**config.mk**
```make
export PLATFORM = sky130hd
export DESIGN_NAME = host_cmd_seq
export DESIGN_NICKNAME = d
export VERILOG_FILES = /design/src/rtl/host_cmd_seq.sv
export SDC_FILE = /design/constraint.sdc
export NUM_CORES = 1
export LEC_CHECK = 0
export ABC_AREA = 1
export BUFFER_PORTS_ARGS = -buffer_cell sky130_fd_sc_hd__buf_2
export CAP_MARGIN = 20
export CORE_MARGIN = 5
export CORE_UTILIZATION = 50
export CTS_CLUSTER_DIAMETER = 150
export DETAILED_ROUTE_END_ITERATION = 10
export HOLD_SLACK_MARGIN = 0.12
export PLACE_DENSITY = 0.74
export SLEW_MARGIN = 0
export SYNTH_ARGS = -nofsm -noshare
export SYNTH_HDL_FRONTEND = slang
export SYNTH_SLANG_ARGS = --single-unit
```
**constraint.sdc**
```tcl
create_clock -name clk -period 4.4 [get_ports clk]
set_input_delay 0.44 -clock clk [delete_from_list [all_inputs] [get_ports clk]]
set_output_delay 0.44 -clock clk [all_outputs]
set_load 0.02 [all_outputs]
```
**src/rtl/host_cmd_seq.sv**
```systemverilog
// Host-side command sequencer: sends a 24-bit command as three UART bytes
// (MSB first) and collects the response stream, with NAK and timeout reporting.
module host_cmd_seq #(
  parameter int          DUMP_LEN  = 510,
  parameter int          TO_CYCLES = 1048576,
  parameter logic [7:0]  ACK_VAL   = 8'hA5
) (
  input  logic        clk,
  input  logic        rst,
  input  logic [23:0] cmd,
  input  logic        send_cmd,
  output logic        busy,
  output logic        cmd_sent,
  output logic [7:0]  tx_data,
  output logic        trmt,
  input  logic        tx_done,
  input  logic        rx_rdy,
  input  logic [7:0]  rx_data,
  output logic        clr_rx_rdy,
  output logic [7:0]  resp,
  output logic        resp_vld,
  output logic        resp_last,
  output logic        nak_err,
  output logic        timeout_err
);

  localparam int              TO_W     = $clog2(TO_CYCLES + 1);
  localparam logic [TO_W-1:0] TO_LAST  = TO_W'(TO_CYCLES - 1);
  localparam logic [12:0]     DUMP_REM = 13'(DUMP_LEN);

  typedef enum logic [2:0] {IDLE, LOAD, STRB, TX_WAIT, RX_WAIT, RX_GAP} state_t;

  state_t          state;
  logic [23:0]     cmd_reg;
  logic [1:0]      idx;
  logic [12:0]     remaining;
  logic [TO_W-1:0] to_cnt;
  logic            tx_done_q;
  logic            tx_rise;

  // Data-returning opcodes are exempt from the ACK check; anything else is ack-type.
  function automatic logic is_ack_type(input logic [7:0] op);
    return !(op == 8'h01 || op == 8'h07 || op == 8'h09);
  endfunction

  assign tx_rise = tx_done & ~tx_done_q;

  always_ff @(posedge clk or posedge rst) begin
    if (rst) begin
      state       <= IDLE;
      cmd_reg     <= '0;
      idx         <= '0;
      remaining   <= '0;
      to_cnt      <= '0;
      tx_done_q   <= 1'b0;
      busy        <= 1'b0;
      cmd_sent    <= 1'b0;
      tx_data     <= '0;
      trmt        <= 1'b0;
      clr_rx_rdy  <= 1'b0;
      resp        <= '0;
      resp_vld    <= 1'b0;
      resp_last   <= 1'b0;
      nak_err     <= 1'b0;
      timeout_err <= 1'b0;
    end else begin
      trmt        <= 1'b0;
      cmd_sent    <= 1'b0;
      clr_rx_rdy  <= 1'b0;
      resp_vld    <= 1'b0;
      resp_last   <= 1'b0;
      nak_err     <= 1'b0;
      timeout_err <= 1'b0;
      tx_done_q   <= tx_done;
      case (state)
        IDLE: begin
          if (send_cmd) begin
            cmd_reg <= cmd;
            busy    <= 1'b1;
            idx     <= '0;
            state   <= LOAD;
          end
        end
        LOAD: begin
          tx_data <= (idx == 2'd0) ? cmd_reg[23:16] :
                     (idx == 2'd1) ? cmd_reg[15:8]  : cmd_reg[7:0];
          state   <= STRB;
        end
        // trmt trails tx_data by a cycle so the transmitter always latches a settled byte
        STRB: begin
          trmt  <= 1'b1;
          state <= TX_WAIT;
        end
        TX_WAIT: begin
          if (tx_rise) begin
            if (idx != 2'd2) begin
              idx   <= idx + 2'd1;
              state <= LOAD;
            end else begin
              cmd_sent  <= 1'b1;
              remaining <= (cmd_reg[23:16] == 8'h01) ? DUMP_REM : 13'd1;
              to_cnt    <= '0;
              state     <= RX_WAIT;
            end
          end
        end
        RX_WAIT: begin
          if (rx_rdy) begin
            resp       <= rx_data;
            resp_vld   <= 1'b1;
            clr_rx_rdy <= 1'b1;
            resp_last  <= (remaining == 13'd1);
            nak_err    <= is_ack_type(cmd_reg[23:16]) && (rx_data != ACK_VAL);
            remaining  <= remaining - 13'd1;
            to_cnt     <= '0;
            state      <= RX_GAP;
          end else if (to_cnt == TO_LAST) begin
            timeout_err <= 1'b1;
            busy        <= 1'b0;
            state       <= IDLE;
          end else begin
            to_cnt <= to_cnt + 1'b1;
          end
        end
        // rx_rdy is still high here because the clear lands a cycle late
        RX_GAP: begin
          if (remaining != 13'd0) begin
            state <= RX_WAIT;
          end else begin
            busy  <= 1'b0;
            state <= IDLE;
          end
        end
        default: state <= IDLE;
      endcase
    end
  end

endmodule
```
# Yosys cells after proc, flatten, opt, wreduce, memory -nomap -nowiden
# Index checks and enable logic that the tools add are counted.
totals:
  elab_cells: 101
  input_bits: 37
  output_inout_bits: 24
  ff_bits: 87
classes:
  n_mux: 41
  eq_ne: 23
  bitwise_logic: 2
  n_reduce_logical: 17
  n_addsub: 3
ops:
  columns: ["op", "n"]
  rows:
  - ["$mux 21", 4]
  - ["$pmux 21 s2", 1]
  - ["$mux 13", 3]
  - ["$pmux 13 s2", 1]
  - ["$add 21x1->21 const B", 1]
  - ["$eq 21x20->1 const B", 1]
  - ["$mux 3", 6]
  - ["$ne 2x2->1 const B", 9]
  - ["$pmux 3 s6", 1]
  - ["$mux 1", 17]
  - ["$mux 8", 2]
  - ["$eq 13x1->1 const B", 1]
  - ["$reduce_bool 13->1", 1]
  - ["$sub 13x1->13 const B", 1]
  - ["$reduce_and 4->1", 3]
  - ["$mux 9", 1]
  - ["$eq 8x1->1 const B", 1]
  - ["$eq 8x3->1 const B", 1]
  - ["$eq 8x4->1 const B", 1]
  - ["$ne 8x8->1 const B", 1]
  - ["$eq 3x2->1 const B", 2]
  - ["$eq 3x3->1 const B", 2]
  - ["$mux 2", 3]
  - ["$ne 3x3->1 const B", 2]
  - ["other kinds (17)", 20]

# Longest topological paths before layout
logic_depth:
  depth_word: 7
  ltp_mapped: 10
  ltp_nobuf: 10

# Worst setup path before layout
# Ideal clock, no wire load.
synth_timing:
  path_kind: "register to register"
  startpoint: "reg to_cnt[0]"
  endpoint: "reg to_cnt[13]"
  synth_period_minus_slack_ns: 1.571
  setup_ns: 0.117
  required_time_ns: 4.283
  arrival_ns: 1.454
  setup_slack_ns: 2.829
  path_stages_with_launch: 10
  path_buffers: 1
  path_cell_list: "dfrtp_1 -> ha_1 -> nand3_2 -> nor2_1 -> nand3_1 -> nand2_1 -> nand3_2 -> buf_6 -> nand2_1 -> nand2_1"
synth_between:
  elab_chain_len: 4
  word_cells_on_any_way: 7
  cone_classes: "add/sub: 1; eq/ne: 2; mux: 3; reduce/logical: 1"
synth_rtl:
  columns: ["item", "line_no", "rtl"]
  rows:
  - ["start: declaration", "37", "logic [TO_W-1:0] to_cnt;"]
  - ["start signal: assignment", "122", "to_cnt <= to_cnt + 1'b1;"]
  - ["$add 21x1->21", "122", null]
  - ["$mux 21", "117", "end else if (to_cnt == TO_LAST) begin"]
  - ["$mux 21", "108", "if (rx_rdy) begin"]
  - ["$pmux 21 s2", "75", "case (state)"]
# Parallel ways exist; a longest one is shown, timed or not. The select of a mux whose other input is x is not followed.
# A chain may end at the register's enable or synchronous reset.

# Worst setup path in the final report
layout_timing:
  startpoint: "reg to_cnt[0]"
  endpoint: "reg to_cnt[11]"
# Same word-level chain as after synthesis.

==> impl_metrics.json <==
{
  "routed_wl_mm": 9.94,
  "grtUsageTotal": 0.186,
  "slowest_delay_ns": 0.45,
  "ir_drop_v": 0.000311,
  "crit_path_cell_trace": "ha_1 -> nand3_2 -> nor2_1 -> nand3_1 -> nand2_1 -> nand3_2 -> o21ai_0",
  "grt_pass1_vias": 3707,
  "clock_tree.root_cell": "clkbuf_8",
  "crit_path_max_fanout": 11,
  "grt_max_degree": 48,
  "gr-total-overflow": 0,
  "io_pins": 61,
  "multi_input_area_um2": 2110,
  "die_h_um": 106,
  "pre_cts_ws_ns": 2.41,
  "largest_register_ffs": 24,
  "hold_violations": 0,
  "drc": 0,
  "antenna_found_initial": 0,
  "floorplan.die_area_um2": 11200,
  "rsz0062_at_grt": "no",
  "synth_edf_count": 0,
  "drt_iter0_drc": 132,
  "synth.top_cell.area_share": 0.475,
  "synth_common_cells": "nand2_1, dfrtp_1, nor2_1",
  "h-tree-depth": 3,
  "pwr_density_cell_nw_per_um2": 586,
  "syn_inst": 549,
  "cp.required_ns": 4.67,
  "critPathMostFrequentCell": "nand3_2",
  "min_path_type": "input pin to async pin",
  "antenna_cells": 0,
  "fin_util": 0.567,
  "syn_to_final_growth_pct": 12.6,
  "synth_top_area_cell": "dfrtp_1",
  "fin_setup_tns_ns": 0,
  "worstSkewPairLatency_ns": 0.36,
  "p_leak_nw": 2.50,
  "path_class": "register to register",
  "yosys-top-cells-area": "dfrtp_1, nand2_1, nand3_1",
  "avgSynthCellArea_um2": 8.36,
  "setup_ws_ns": 2.40,
  "timing.slew.headroom": 0.467,
  "ant_nets": 0,
  "whs_ns": 0.190,
  "max_freq_mhz": 499,
  "crit_arrival_ns": 2.27,
  "endpoint_kind": "register",
  "yosysWarnings": 0,
  "cts-buffers-inserted": 9,
  "wl_per_cell_um": 13.7,
  "drive_above_1_share": 0.206,
  "coreArea_um2": 9110,
  "vias": 3783,
  "cts-hold-fix-buffers": 0,
  "r2r-end": "to_cnt[11]",
  "worstRegToRegCells": 7,
  "grt_pass1_wl_mm": 17.0,
  "ys_seq_area_frac": 0.475,
  "syn_nets": 593,
  "finalPower_w": 0.00303,
  "dp.final_hpwl_mm": 7.49,
  "slowest_stage": "dfrtp_1",
  "synth-main-ff-cell": "dfrtp_1",
  "yosysMostFrequentCell": "nand2_1",
  "start_kind": "register",
  "portBuffers": 60,
  "fp.dieW_um": 106,
  "fin_worst_skew_ns": 0.0137,
  "finalCritPeriodShare": 0.456,
  "nFillCells": 869,
  "seqCellArea_um2": 2180,
  "cts.sinks": 87,
  "r2r_slack_ns": 2.40,
  "avgViaCountPerCell": 5.23,
  "place_congestion": 0.945,
  "start_util": 0.504,
  "ys_async_sr_fraction": 1.00,
  "cts_buffer_depth": 2,
  "tightestPinTransition_ns": 0.798,
  "outcome": "finished, final reports clean",
  "cts_tree": "built",
  "drv_slew": 0,
  "synth_seq_cells": 87,
  "setup_viol": 0,
  "netlist_area_um2": 4590,
  "path_clk_slew_ns": 0.10,
  "nets": 652,
  "fp-row-count": 35,
  "layout_min_cycle_time_ns": 2.00,
  "synth.distinct_cells": 39,
  "cts_setup_buffers": 0,
  "r2r-start": "to_cnt[0]",
  "drt_pass1_iterations": 5,
  "postCtsResizedCells": 0,
  "maxCapViolations": 0
}
==> power breakdown <==
| group | switching (W) | leakage [nW] | internal (W) |
|---|---|---|---|
| clock network | 0.000299 | 0.108 | 0.000286 |
| logic | 0.000696 | 1.28 | 0.000420 |
| registers | 0.000237 | 1.11 | 0.00109 |
==> layout by cell type (no fill, tap or decap), types with 7 or more instances in the layout <==
cell      netlist  layout
a21oi_1        28      28
buf_2           4      60
clkbuf_8        0      10
dfrtp_1        87      87
ha_1            7       7
inv_1          52      51
mux2_2         16      16
nand2_1       132     132
nand3_1        46      46
nand4_1         7       7
nor2_1         54      54
nor3_1          9       9
o21ai_0        32      32
==> cells by family after synthesis <==
family | after synthesis | share of synthesized area
AO/OA/AOI/OAI | 82 | 0.0995
XOR/XNOR | 8 | 0.0153
adder cells (fa/ha/maj) | 7 | 0.0191
buffers and inverters | 72 | 0.0663
flip-flops | 87 | 0.475
multiplexers | 21 | 0.0515
AND/OR/NAND/NOR | 272 | 0.274
==> stage by stage <==
stage	cells	cell area, um2
finish	724	5170
global route	724	5170
global placement	708	4960
detailed placement	708	4960
CTS	724	5170
floorplan	549	4590
==> critical path: cells and delay by family (launching register included) <==
family | cells | cell delay, ns
flip-flops | 1 | 0.45
AND/OR/NAND/NOR | 5 | 0.91
AO/OA/AOI/OAI | 1 | 0.25
adder cells (fa/ha/maj) | 1 | 0.29
==> metal layers <==
layer	track usage	vias to the layer above	share of wire
met1	0.243	1775	0.45
met3	0.0502	18	0.058
li1	-	1904	-
met5	0	-	0
met2	0.301	86	0.47
met4	0.0629	0	0.015
==> how the worst max path moves through the flow <==
stage	start	to	slack (ns)	depth (start not counted)
6_report	to_cnt[0]	to_cnt[11]	2.40	7
5_1_grt	to_cnt[0]	to_cnt[11]	2.15	7
4_1_cts	state[1]	to_cnt[11]	2.40	8
3_5_place_dp	state[1]	to_cnt[11]	2.41	8
3_3_place_gp	state[1]	to_cnt[11]	2.49	8
2_1_floorplan	rst	busy	1.71	1
==> layout make-up <==
class	instances	share of cell area
clock buffer	10	0.0266
clock inverter	6	0.0143
inverter	59	0.0436
multi-input combinational	390	0.408
sequential	87	0.421
tap	111	0.0269
timing repair buffer	61	0.0596
Note: power is estimated with default switching activity, not from simulation.
